## config.mk

```make
export PLATFORM = sky130hd
export DESIGN_NAME = mem_responder
export DESIGN_NICKNAME = d
export VERILOG_FILES = /design/src/rtl/mem_responder.sv
export SDC_FILE = /design/constraint.sdc
export NUM_CORES = 1
export LEC_CHECK = 0
export ABC_AREA = 1
export CORE_ASPECT_RATIO = 1.75
export CORE_MARGIN = 1
export CORE_UTILIZATION = 40
export CTS_BUF_LIST = sky130_fd_sc_hd__clkbuf_4
export CTS_CLUSTER_SIZE = 12
export DETAILED_ROUTE_END_ITERATION = 8
export PLACE_DENSITY = 0.66
export SYNTH_ARGS = -nofsm -noshare
export SYNTH_HDL_FRONTEND = slang
export SYNTH_SLANG_ARGS = --single-unit
```

## constraint.sdc

```tcl
create_clock -name clk -period 16.5 [get_ports clk]
set_input_delay 3.3 -clock clk [delete_from_list [all_inputs] [get_ports clk]]
set_output_delay 3.3 -clock clk [all_outputs]
set_load 0.1 [all_outputs]
```

## src/rtl/mem_responder.sv

```systemverilog
// Memory-side responder for the MAR/MBR fetch path: wait-stated read/write access to a
// resettable word array with a valid/ready response and a side preload port.
module mem_responder #(
    parameter int unsigned ADDR_W      = 4,
    parameter int unsigned DATA_W      = 8,
    parameter int unsigned WAIT_STATES = 1
) (
    input  logic              clk,
    input  logic              reset,
    input  logic              req_valid,
    input  logic              req_write,
    input  logic [ADDR_W-1:0] req_addr,
    input  logic [DATA_W-1:0] req_wdata,
    output logic              req_ready,
    output logic              rsp_valid,
    output logic [DATA_W-1:0] rsp_data,
    input  logic              rsp_ready,
    input  logic              load_en,
    input  logic [ADDR_W-1:0] load_addr,
    input  logic [DATA_W-1:0] load_data,
    output logic              load_err
);

    localparam int unsigned Depth    = 2 ** ADDR_W;
    localparam logic [3:0]  WaitLast = 4'(WAIT_STATES);

    typedef enum logic [1:0] {
        StIdle,
        StWait,
        StResp
    } state_e;

    state_e            state_q;
    logic [3:0]        wait_cnt_q;
    logic              write_q;
    logic [ADDR_W-1:0] addr_q;
    logic [DATA_W-1:0] wdata_q;
    logic [DATA_W-1:0] mem_q [Depth];

    // A preload in the same cycle takes priority over a request.
    always_comb begin
        req_ready = (state_q == StIdle) && !load_en && !reset;
    end

    always_ff @(posedge clk or posedge reset) begin
        if (reset) begin
            state_q    <= StIdle;
            wait_cnt_q <= '0;
            write_q    <= 1'b0;
            addr_q     <= '0;
            wdata_q    <= '0;
            rsp_valid  <= 1'b0;
            rsp_data   <= '0;
            load_err   <= 1'b0;
            for (int i = 0; i < Depth; i++) begin
                mem_q[i] <= '0;
            end
        end else begin
            load_err <= load_en && (state_q != StIdle);
            unique case (state_q)
                StIdle: begin
                    if (load_en) begin
                        mem_q[load_addr] <= load_data;
                    end else if (req_valid) begin
                        addr_q     <= req_addr;
                        write_q    <= req_write;
                        wdata_q    <= req_wdata;
                        wait_cnt_q <= '0;
                        state_q    <= StWait;
                    end
                end
                // The counter runs 0..WAIT_STATES so the response lands WAIT_STATES+1
                // edges after acceptance, including the zero-wait build.
                StWait: begin
                    if (wait_cnt_q == WaitLast) begin
                        state_q   <= StResp;
                        rsp_valid <= 1'b1;
                        if (write_q) begin
                            mem_q[addr_q] <= wdata_q;
                            rsp_data      <= wdata_q;
                        end else begin
                            rsp_data <= mem_q[addr_q];
                        end
                    end else begin
                        wait_cnt_q <= wait_cnt_q + 4'd1;
                    end
                end
                StResp: begin
                    if (rsp_ready) begin
                        rsp_valid <= 1'b0;
                        state_q   <= StIdle;
                    end
                end
                default: state_q <= StIdle;
            endcase
        end
    end

endmodule
```

# Yosys cells after proc, flatten, opt, wreduce, memory -nomap -nowiden
# Cells that the tools add are included.
classes:
  multipliers: 0
  reduce_logical: 17
  muxes: 26
  n_bitwise: 3
  eq_ne: 10
  div_mod_pow: 0
  order_cmp: 4
  add_sub_neg: 1
  shift: 0
ops:
  columns: ["op", "n"]
  rows:
  - ["2-to-1 mux 128 bit", 3]
  - ["bitwise mux 128 bit", 2]
  - ["case mux 128 bit (2 select lines)", 1]
  - ["demux 8 bit (select 4 bit)", 2]
  - ["2-to-1 mux 8 bit", 5]
  - ["binary-select mux 8 bit (select 4 bit)", 1]
  - ["!= test 2 bit (second input constant)", 7]
  - ["2-to-1 mux 4 bit", 3]
  - ["AND reduction 4 bit", 3]
  - [">= comparator 5 bit (second input constant)", 2]
  - ["< comparator 5 x 1 -> 1 bit (second input constant)", 2]
  - ["NOT 4 -> 5 bit", 2]
  - ["2-to-1 mux 2 bit", 4]
  - ["case mux 4 bit (2 select lines)", 1]
  - ["case mux 2 bit (3 select lines)", 1]
  - ["AND reduction 3 bit", 2]
  - ["nonzero test 2 bit", 3]
  - ["logical AND 1 bit", 5]
  - ["adder 4 x 1 -> 4 bit (second input constant)", 1]
  - ["== test 4 x 1 -> 1 bit (second input constant)", 1]
  - ["== test 2 x 1 -> 1 bit (second input constant)", 1]
  - ["== test 2 bit (second input constant)", 1]
  - ["zero test 1 bit", 2]
  - ["zero test 2 bit", 1]
  - ["other kinds (4)", 5]
word_totals:
  latchBits: 0
  romBits: 0
  input_bits: 30
  mem_count: 0
  ram_bits: 0
  out_inout_bits: 11
  elab_cells: 85
  reg_bits: 157

# Longest topological paths before layout
# Gate-level depths: netlist of run 1.
logic_depth:
  ltp_word: 9
  depth_mapped: 10
  mapped_depth_nobuf: 9

# Worst setup path after synthesis of run 1
# No wires, ideal clock.
synth_timing:
  path_kind: "input to output"
  start: "input load_en"
  end: "output req_ready"
  slack_ns: 8.496
  stages: 3
  t_arrival_ns: 4.704
  required_time_ns: 13.200
  n_path_buf: 0
  cell_sequence: "inv_1 > nand2_1 > nor2_1"
synth_via:
  elab_chain_len: 3
synth_rtl:
  columns: ["element", "line", "text"]
  rows:
  - ["start, declared", "18", "input logic load_en,"]
  - ["zero test 1 bit", "42", "req_ready = (state_q == StIdle) && !load_en && !reset;"]
  - ["logical AND 1 bit (2 in a row)", "42", null]
  - ["end, declared", "14", "output logic req_ready,"]
# Every way passes these cells.

# Final worst setup path of run 1
# Same ends and word-level chain as after synthesis.

==> results.txt, run 1 <==
----------------------------------------------------
[Outcome]
  Outcome ... complete, no violations

[CTS]
  Number of CTS-inserted buffers ... 17
  Buffers inserted by post-CTS timing repair ... 0
  H-tree lvl count ... 4
  Clock transition at the registers of the reported paths ... 0.15 ns
  Buffer levels on the longest clock path ... 2
  Num Clock Sinks ... 157
  Root buffer cell ... sky130_fd_sc_hd__clkbuf_4
  Clock tree from TritonCTS ... built
  Number of buffers added to fix hold violations after cts ... 0
  Post_cts resized ... 0
  Worst skew pair latency ... 0.63 ns

[Yosys]
  Most used flip-flop cell after synthesis ... sky130_fd_sc_hd__dfrtp_1
  Yosys cell types ... 25
  Library cell occupying the most area in the post-synthesis netlist ... sky130_fd_sc_hd__dfrtp_1
  Avg Cell Area, Syn ... 7.03 µm²
  Register bit total from synthesis ... 157
  Yosys warning count ... 0
  Synth top area share ... 0.433
  Summed instance area of the synthesized netlist ... 9060 µm²
  Most common cell in the netlist ... sky130_fd_sc_hd__nand2_1
  Fraction of registers with async set or reset after synthesis ... 1.00
  Sequential cell area fraction in the yosys report ... 0.433
  Cell count after synthesis ... 1290
  Number of synthesized flops with an enable pin ... 0
  Post-Synthesis Net Count ... 1322
  Cells taking the most area after synthesis ... sky130_fd_sc_hd__dfrtp_1 43%, sky130_fd_sc_hd__nand2_1 25%, sky130_fd_sc_hd__o22ai_1 8.8%, sky130_fd_sc_hd__o21ai_0 8.4%, sky130_fd_sc_hd__inv_1 2.0%
  Top post-synthesis cells by count ... 614 x sky130_fd_sc_hd__nand2_1, 157 x sky130_fd_sc_hd__dfrtp_1, 153 x sky130_fd_sc_hd__o21ai_0

[Timing]
  Worst-Margin Slew ... 1.31 ns
  Maximum clock rate ... 118 MHz
  Final-report max-slew violation count ... 0
  Worst clock skew on the final layout ... ~0.019 ns
  Worst Setup Slack, final ... 8.05 ns
  Total negative setup slack ... 0 ns
  Setup violations, final ... 0
  Share of the cycle needed by the critical path after routing ... 0.512
  Relative slew slack ... 0.123
  Setup repair after global routing missed its margin ... false
  Min Clock Period, post-route ... 8.45 ns
  Hold violation count in the final report ... 0

[Floorplanning]
  Floorplan die area ... 23300 µm²
  Area of the core ... 22200 µm²
  Initial Utilization ... 0.409
  Horizontal die dimension ... about 120 µm
  Standard-cell rows ... 72
  IO Count ... 41
  Height of the die ... 201 µm

[Route]
  Mean number of vias per cell ... 5.65
  Routed length per placed instance ... 18.8 µm
  Drt first pass iters ... 8
  DRC viols ... 0
  Via total after detailed routing ... 9061
  Total wirelength of the detailed-routed design ... 30.2 mm
  Drt first-iter violations ... 860
  Antenna viol nets, final ... 0

[Placement]
  Total half-perimeter wirelength after legalization and detailed placement ... 19.5 mm
  Post-placement worst setup slack ... 8.04 ns
  Final weighted congestion in routability-driven placement ... 0.871
  Count of input and output buffers ... 40

[GRT]
  Congestion Overflow GR ... 0
  First-pass GRT wire length ... a little under 50 mm
  Via count of the first global-routing pass ... 9148
  Number of antenna violations at the first check in global routing ... 1
  All-Layer GR Usage ... 0.276
  Maximum number of pins on one net before global-route repair ... 85

[Final layout]
  Area added between synthesis and finish ... 8.96%
  Share of final-layout standard cells stronger than drive strength 1 ... 0.0719
  Post-layout net count ... 1326
  Fill cell instance count of the final layout ... 2312

[Pwr]
  Leakage component of the power ... 4.91 nW
  Maximum ir drop on the vdd rail ... 0.000127 V
  Areal power density over the cells ... roughly 180 nW/µm²

[Worst setup path]
  Data required, critical path ... about 13 ns
  Maximum fanout count along the critical path ... 3
  Startpoint Class ... input pin
  Arrival time reported for the critical path endpoint ... 5.15 ns
  Crit end category ... output port
  Crit Path Class ... in -> out

[Flow run]
  Max-cap viol count ... 0

[Min path]
  Path class of the lowest-slack min-delay path ... reg -> reg

----------------------------------------------------
-- metrics by stage --
| step | hold slack (ns) | total power [W] | utilization | std cells | instance area (µm²) |
|---|---|---|---|---|---|
| floorplan | 0.453 | 0.00126 | - | 1290 | 9060 |
| global placement | 0.466 | 0.00150 | 0.432 | 1571 | 9580 |
| detailed placement | 0.469 | 0.00151 | 0.432 | 1571 | 9580 |
| CTS | 0.507 | 0.00177 | 0.446 | 1603 | 9870 |
| global route | 0.538 | 0.00190 | 0.446 | 1604 | 9880 |
| finish | 0.507 | 0.00178 | 0.446 | 1604 | 9880 |
-- layout by cell type, fill, tap and decap left out --
cell type	Yosys	layout
sky130_fd_sc_hd__a21oi_1	2	2
sky130_fd_sc_hd__buf_4	12	6
sky130_fd_sc_hd__bufinv_16	0	3
sky130_fd_sc_hd__clkbuf_4	0	17
sky130_fd_sc_hd__clkdlybuf4s50_1	0	40
sky130_fd_sc_hd__clkinv_1	1	4
sky130_fd_sc_hd__clkinv_2	0	2
sky130_fd_sc_hd__clkinv_4	0	4
sky130_fd_sc_hd__clkinvlp_4	0	1
sky130_fd_sc_hd__dfrtp_1	157	156
sky130_fd_sc_hd__dfrtp_2	0	1
sky130_fd_sc_hd__diode_2	0	1
sky130_fd_sc_hd__ha_1	2	2
sky130_fd_sc_hd__inv_1	48	47
sky130_fd_sc_hd__inv_2	5	5
sky130_fd_sc_hd__inv_6	0	3
sky130_fd_sc_hd__nand2_1	614	614
sky130_fd_sc_hd__nand2_2	28	28
sky130_fd_sc_hd__nand2_4	1	1
sky130_fd_sc_hd__nand3_1	12	12
sky130_fd_sc_hd__nand3_4	0	1
sky130_fd_sc_hd__nor2_1	38	38
sky130_fd_sc_hd__nor2_2	10	10
sky130_fd_sc_hd__nor2_4	12	12
sky130_fd_sc_hd__o21a_1	1	1
sky130_fd_sc_hd__o21ai_0	153	153
sky130_fd_sc_hd__o21ai_1	7	7
sky130_fd_sc_hd__o21bai_1	8	8
sky130_fd_sc_hd__o22ai_1	128	128
sky130_fd_sc_hd__xor2_1	1	1
-- worst paths after layout --
kind | startpoint | endpoint | slack [ns] | cells after the start
max reg2reg | addr_q[0] | mem_q[83] | 13.09 | 9
min | rsp_valid | rsp_valid | 0.51 | 2
max | load_en | req_ready | 8.05 | 5
min in group asynchronous | reset | state_q[1] | 3.21 | 2
min reg2reg | rsp_valid | rsp_valid | 0.51 | 2
max in group asynchronous | reset | mem_q[102] | 11.77 | 3
-- critical path, stage by stage --
cell	delay [ns]
sky130_fd_sc_hd__clkdlybuf4s50_1	0.40
sky130_fd_sc_hd__inv_1	0.09
sky130_fd_sc_hd__nand2_1	0.12
sky130_fd_sc_hd__nor2_1	0.11
sky130_fd_sc_hd__clkdlybuf4s50_1	1.13
-- sequential cells by signal, summed over array words and instances, names as in the netlist --
register / count
load_err: 1
state_q: 2
write_q: 1
wait_cnt_q: 4
wdata_q: 8
mem_q: 128
rsp_data: 8
rsp_valid: 1
addr_q: 4
-- layout make-up --
| cell class | count | area (µm²) | area share |
|---|---|---|---|
| flip-flops and latches | 157 | 3930 | 0.398 |
| well taps | 296 | 370 | 0.0375 |
| repair buffers | 46 | 445 | 0.0451 |
| multi-input cells | 1018 | 4620 | 0.468 |
| clock inverters | 15 | 171 | 0.0174 |
| inverters | 54 | 208 | 0.0210 |
| diodes | 1 | 2.50 | 0.000253 |
| clock buffers | 17 | 128 | 0.0129 |
-- where the power goes --
group          internal (W)  switching (W)
clock network      0.000105       0.000153
registers          0.000512      0.0000658
logic              0.000193       0.000753
total              0.000809       0.000972
-- metal layers --
layer | global-route usage | part of all wire | up-vias
li1 | - | - | 4257
met1 | 0.315 | 0.37 | 4286
met4 | 0.210 | 0.070 | 0
met5 | 0 | 0 | -
met2 | 0.453 | 0.50 | 395
met3 | 0.0464 | 0.060 | 123
-- cells by family after synthesis --
group | count (synthesis) | synth area share
adders and majority gates | 2 | 0.00276
xor gates and xnor gates | 1 | 0.000966
DFF | 157 | 0.433
and+or+nand+nor | 716 | 0.320
AOI/OAI and AO/OA | 299 | 0.185
buffers and inverters | 115 | 0.0576
Note: power is estimated with default switching activity, not from simulation.
==> run 2: changes to the inputs <==
==> constraint.sdc (replaced) <==
create_clock -name clk -period 8.4 [get_ports clk]
set_input_delay 1.68 -clock clk [delete_from_list [all_inputs] [get_ports clk]]
set_output_delay 1.68 -clock clk [all_outputs]
set_load 0.1 [all_outputs]
==> results.txt, run 2 (synthesis gave the netlist of run 1 again) <==
----------------------------------------------------
[CTS]
  Post_cts resized ... 0 (unchanged)
  Worst skew pair latency ... 0.60 ns (was 0.63 ns)
  Buffer levels on the longest clock path ... 2 (unchanged)
  Root buffer cell ... sky130_fd_sc_hd__clkbuf_4 (unchanged)
  Number of CTS-inserted buffers ... 17 (unchanged)
  Buffers inserted by post-CTS timing repair ... 0 (unchanged)
  Clock tree from TritonCTS ... built (unchanged)
  H-tree lvl count ... 4 (unchanged)
  Num Clock Sinks ... 157 (unchanged)
  Number of buffers added to fix hold violations after cts ... 0 (unchanged)
  Clock transition at the registers of the reported paths ... 0.12 ns (was 0.15 ns)

[Final layout]
  Commonest cells after routing, fill and taps aside ... 614 x sky130_fd_sc_hd__nand2_1, 156 x sky130_fd_sc_hd__dfrtp_1, 153 x sky130_fd_sc_hd__o21ai_0 (unchanged)
  Number of flip-flops under the largest register name ... 128 (unchanged)
  Post-layout net count ... 1325 (was 1326)
  Area of the multi-input gates ... 4620 µm² (unchanged)
  Biggest register ... mem_q (unchanged)
  Leading cell type in the layout, fill and taps excluded ... sky130_fd_sc_hd__nand2_1 (unchanged)
  Share of final-layout standard cells stronger than drive strength 1 ... 0.0720 (was 0.0719)
  Fill cell instance count of the final layout ... 2353 (was 2312)
  Leading registers by flop count ... mem_q (128), rsp_data (8), wdata_q (8) (unchanged)
  Area added between synthesis and finish ... 9.30% (was 8.96%)
  Area taken by flip-flops and latches ... 3930 µm² (unchanged)

[Min path]
  Source of the worst hold timing path ... rsp_valid (unchanged)
  Hold-critical path endpoint ... rsp_valid (unchanged)
  Worst Hold Depth ... 2 (unchanged)
  Path class of the lowest-slack min-delay path ... reg -> reg (unchanged)

[Floorplanning]
  Horizontal die dimension ... 116 µm (unchanged)
  Standard-cell rows ... 72 (unchanged)
  IO Count ... 41 (unchanged)
  Floorplan die area ... 23300 µm² (unchanged)
  Initial Utilization ... 0.409 (unchanged)
  Area of the core ... 22200 µm² (unchanged)
  Height of the die ... 201 µm (unchanged)

[Worst setup path]
  Worst r2r path cells ... 9 (unchanged)
  Flop2flop setup slack ... 5.02 ns (was 13.09 ns)
  Arrival time reported for the critical path endpoint ... 3.52 ns (was 5.15 ns)
  Maximum fanout count along the critical path ... 3 (unchanged)
  Worst reg2reg path endpoint ... mem_q[81] (was mem_q[83])
  Source of the worst register-to-register timing path ... addr_q[0] (unchanged)
  Crit Path Class ... in -> out (unchanged)
  Crit end category ... output port (unchanged)
  Data required, critical path ... 6.72 ns (was 13.20 ns)
  Startpoint Class ... input pin (unchanged)

[Pwr]
  Total power draw ... 0.00355 W (was 0.00178 W)
  Power share of the sequential group ... 0.320 (was 0.324)
  Switching part of the total ... 0.535 (was 0.546)
  Maximum ir drop on the vdd rail ... 0.000164 V (was 0.000127 V)
  Part of the total power dissipated in the clock network ... 0.156 (was 0.145)
  Net switching component of the power ... 0.00190 W (was 0.000972 W)
  Total internal power ... 0.00165 W (was 0.000809 W)
  Logic pwr share ... 0.523 (was 0.531)
  Leakage component of the power ... 4.93 nW (was 4.91 nW)
  Areal power density over the cells ... 359 nW/µm² (was 180 nW/µm²)

[GRT]
  Via count of the first global-routing pass ... 9067 (was 9148)
  First-pass GRT wire length ... 48.3 mm (was 48.7 mm)
  Congestion Overflow GR ... 0 (unchanged)
  Number of antenna violations at the first check in global routing ... 1 (unchanged)
  Maximum number of pins on one net before global-route repair ... 88 (was 85)
  All-Layer GR Usage ... 0.272 (was 0.276)

[Timing]
  Setup repair after global routing missed its margin ... false (unchanged)
  Final-report max-slew violation count ... 0 (unchanged)
  Worst-Margin Slew ... 1.26 ns (was 1.31 ns)
  Relative slew slack ... 0.157 (was 0.123)
  Hold violation count in the final report ... 0 (unchanged)
  Min Clock Period, post-route ... 5.20 ns
  Maximum clock rate ... 192 MHz
  Total negative setup slack ... 0 ns (unchanged)
  Setup violations, final ... 0 (unchanged)
  Worst clock skew on the final layout ... 0.0240 ns (was 0.0190 ns)
  Share of the cycle needed by the critical path after routing ... 0.619

[Route]
  Drt first-iter violations ... 799 (was 860)
  Antenna viol nets, final ... 0 (unchanged)
  Mean number of vias per cell ... 5.65 (about the same)
  Total wirelength of the detailed-routed design ... 30.2 mm (about the same)
  Via total after detailed routing ... 9061 (unchanged)
  DRC viols ... 0 (unchanged)
  Routed length per placed instance ... 18.8 µm (about the same)
  Drt first pass iters ... 8 (unchanged)

[Flow run]
  Max-cap viol count ... 0 (unchanged)

[Placement]
  Final weighted congestion in routability-driven placement ... 0.861 (was 0.871)
  Total half-perimeter wirelength after legalization and detailed placement ... 19.5 mm (about the same)
  Count of input and output buffers ... 40 (unchanged)

[Outcome]
  Outcome ... complete, no violations (unchanged)

----------------------------------------------------
## run 2: critical path: stages
cell and delay (ns):
sky130_fd_sc_hd__clkdlybuf4s50_1 0.40, sky130_fd_sc_hd__inv_1 0.09, sky130_fd_sc_hd__nand2_1 0.10, sky130_fd_sc_hd__nor2_1 0.11, sky130_fd_sc_hd__clkdlybuf4s50_1 1.13
## run 2: stage by stage
stage / std cells / area (µm²) / util / setup WS, ns / hold WS [ns]
2_1_floorplan: 1290 / 9060 / - / 2.49 / 0.453
3_3_place_gp: 1570 / 9570 / 0.432 / 3.19 / 0.470
3_5_place_dp: 1570 / 9570 / 0.432 / 3.19 / 0.470
4_1_cts: 1602 / 9910 / 0.447 / 3.18 / 0.502
5_1_grt: 1603 / 9910 / 0.447 / 3.16 / 0.518
6_report: 1603 / 9910 / 0.447 / 3.20 / 0.496
## run 2: per-layer routing
layer	up-vias	track usage	routed length, µm
li1	4248	-	-
met2	439	0.453	14900
met3	139	0.0343	1760
met1	4235	0.309	11300
met4	0	0.208	2170
met5	-	0	0
## run 2: power groups by stage
stage | clock network [W] | registers, W | logic [W]
2_1_floorplan | 0 | 0.00128 | 0.00119
3_3_place_gp | 0 | 0.00114 | 0.00180
3_5_place_dp | 0 | 0.00115 | 0.00182
4_1_cts | 0.000563 | 0.00114 | 0.00182
5_1_grt | 0.000584 | 0.00117 | 0.00201
6_report | 0.000555 | 0.00114 | 0.00186
## run 2: how the worst max path moves through the flow
stage | to | startpoint
finish | req_ready | load_en
global route | req_ready | load_en
floorplan | addr_q[0] | reset
CTS | req_ready | load_en
global placement | req_ready | load_en
detailed placement | req_ready | load_en
## run 2: final cells by class
class                           instances  share of cell area
Multi-Input combinational cell       1018               0.466
Sequential cell                       157               0.397
Timing Repair Buffer                   45              0.0442
Tap cell                              296              0.0374
Inverter                               54              0.0210
Clock inverter                         13              0.0197
Clock buffer                           19              0.0144
Antenna cell                            1            0.000253
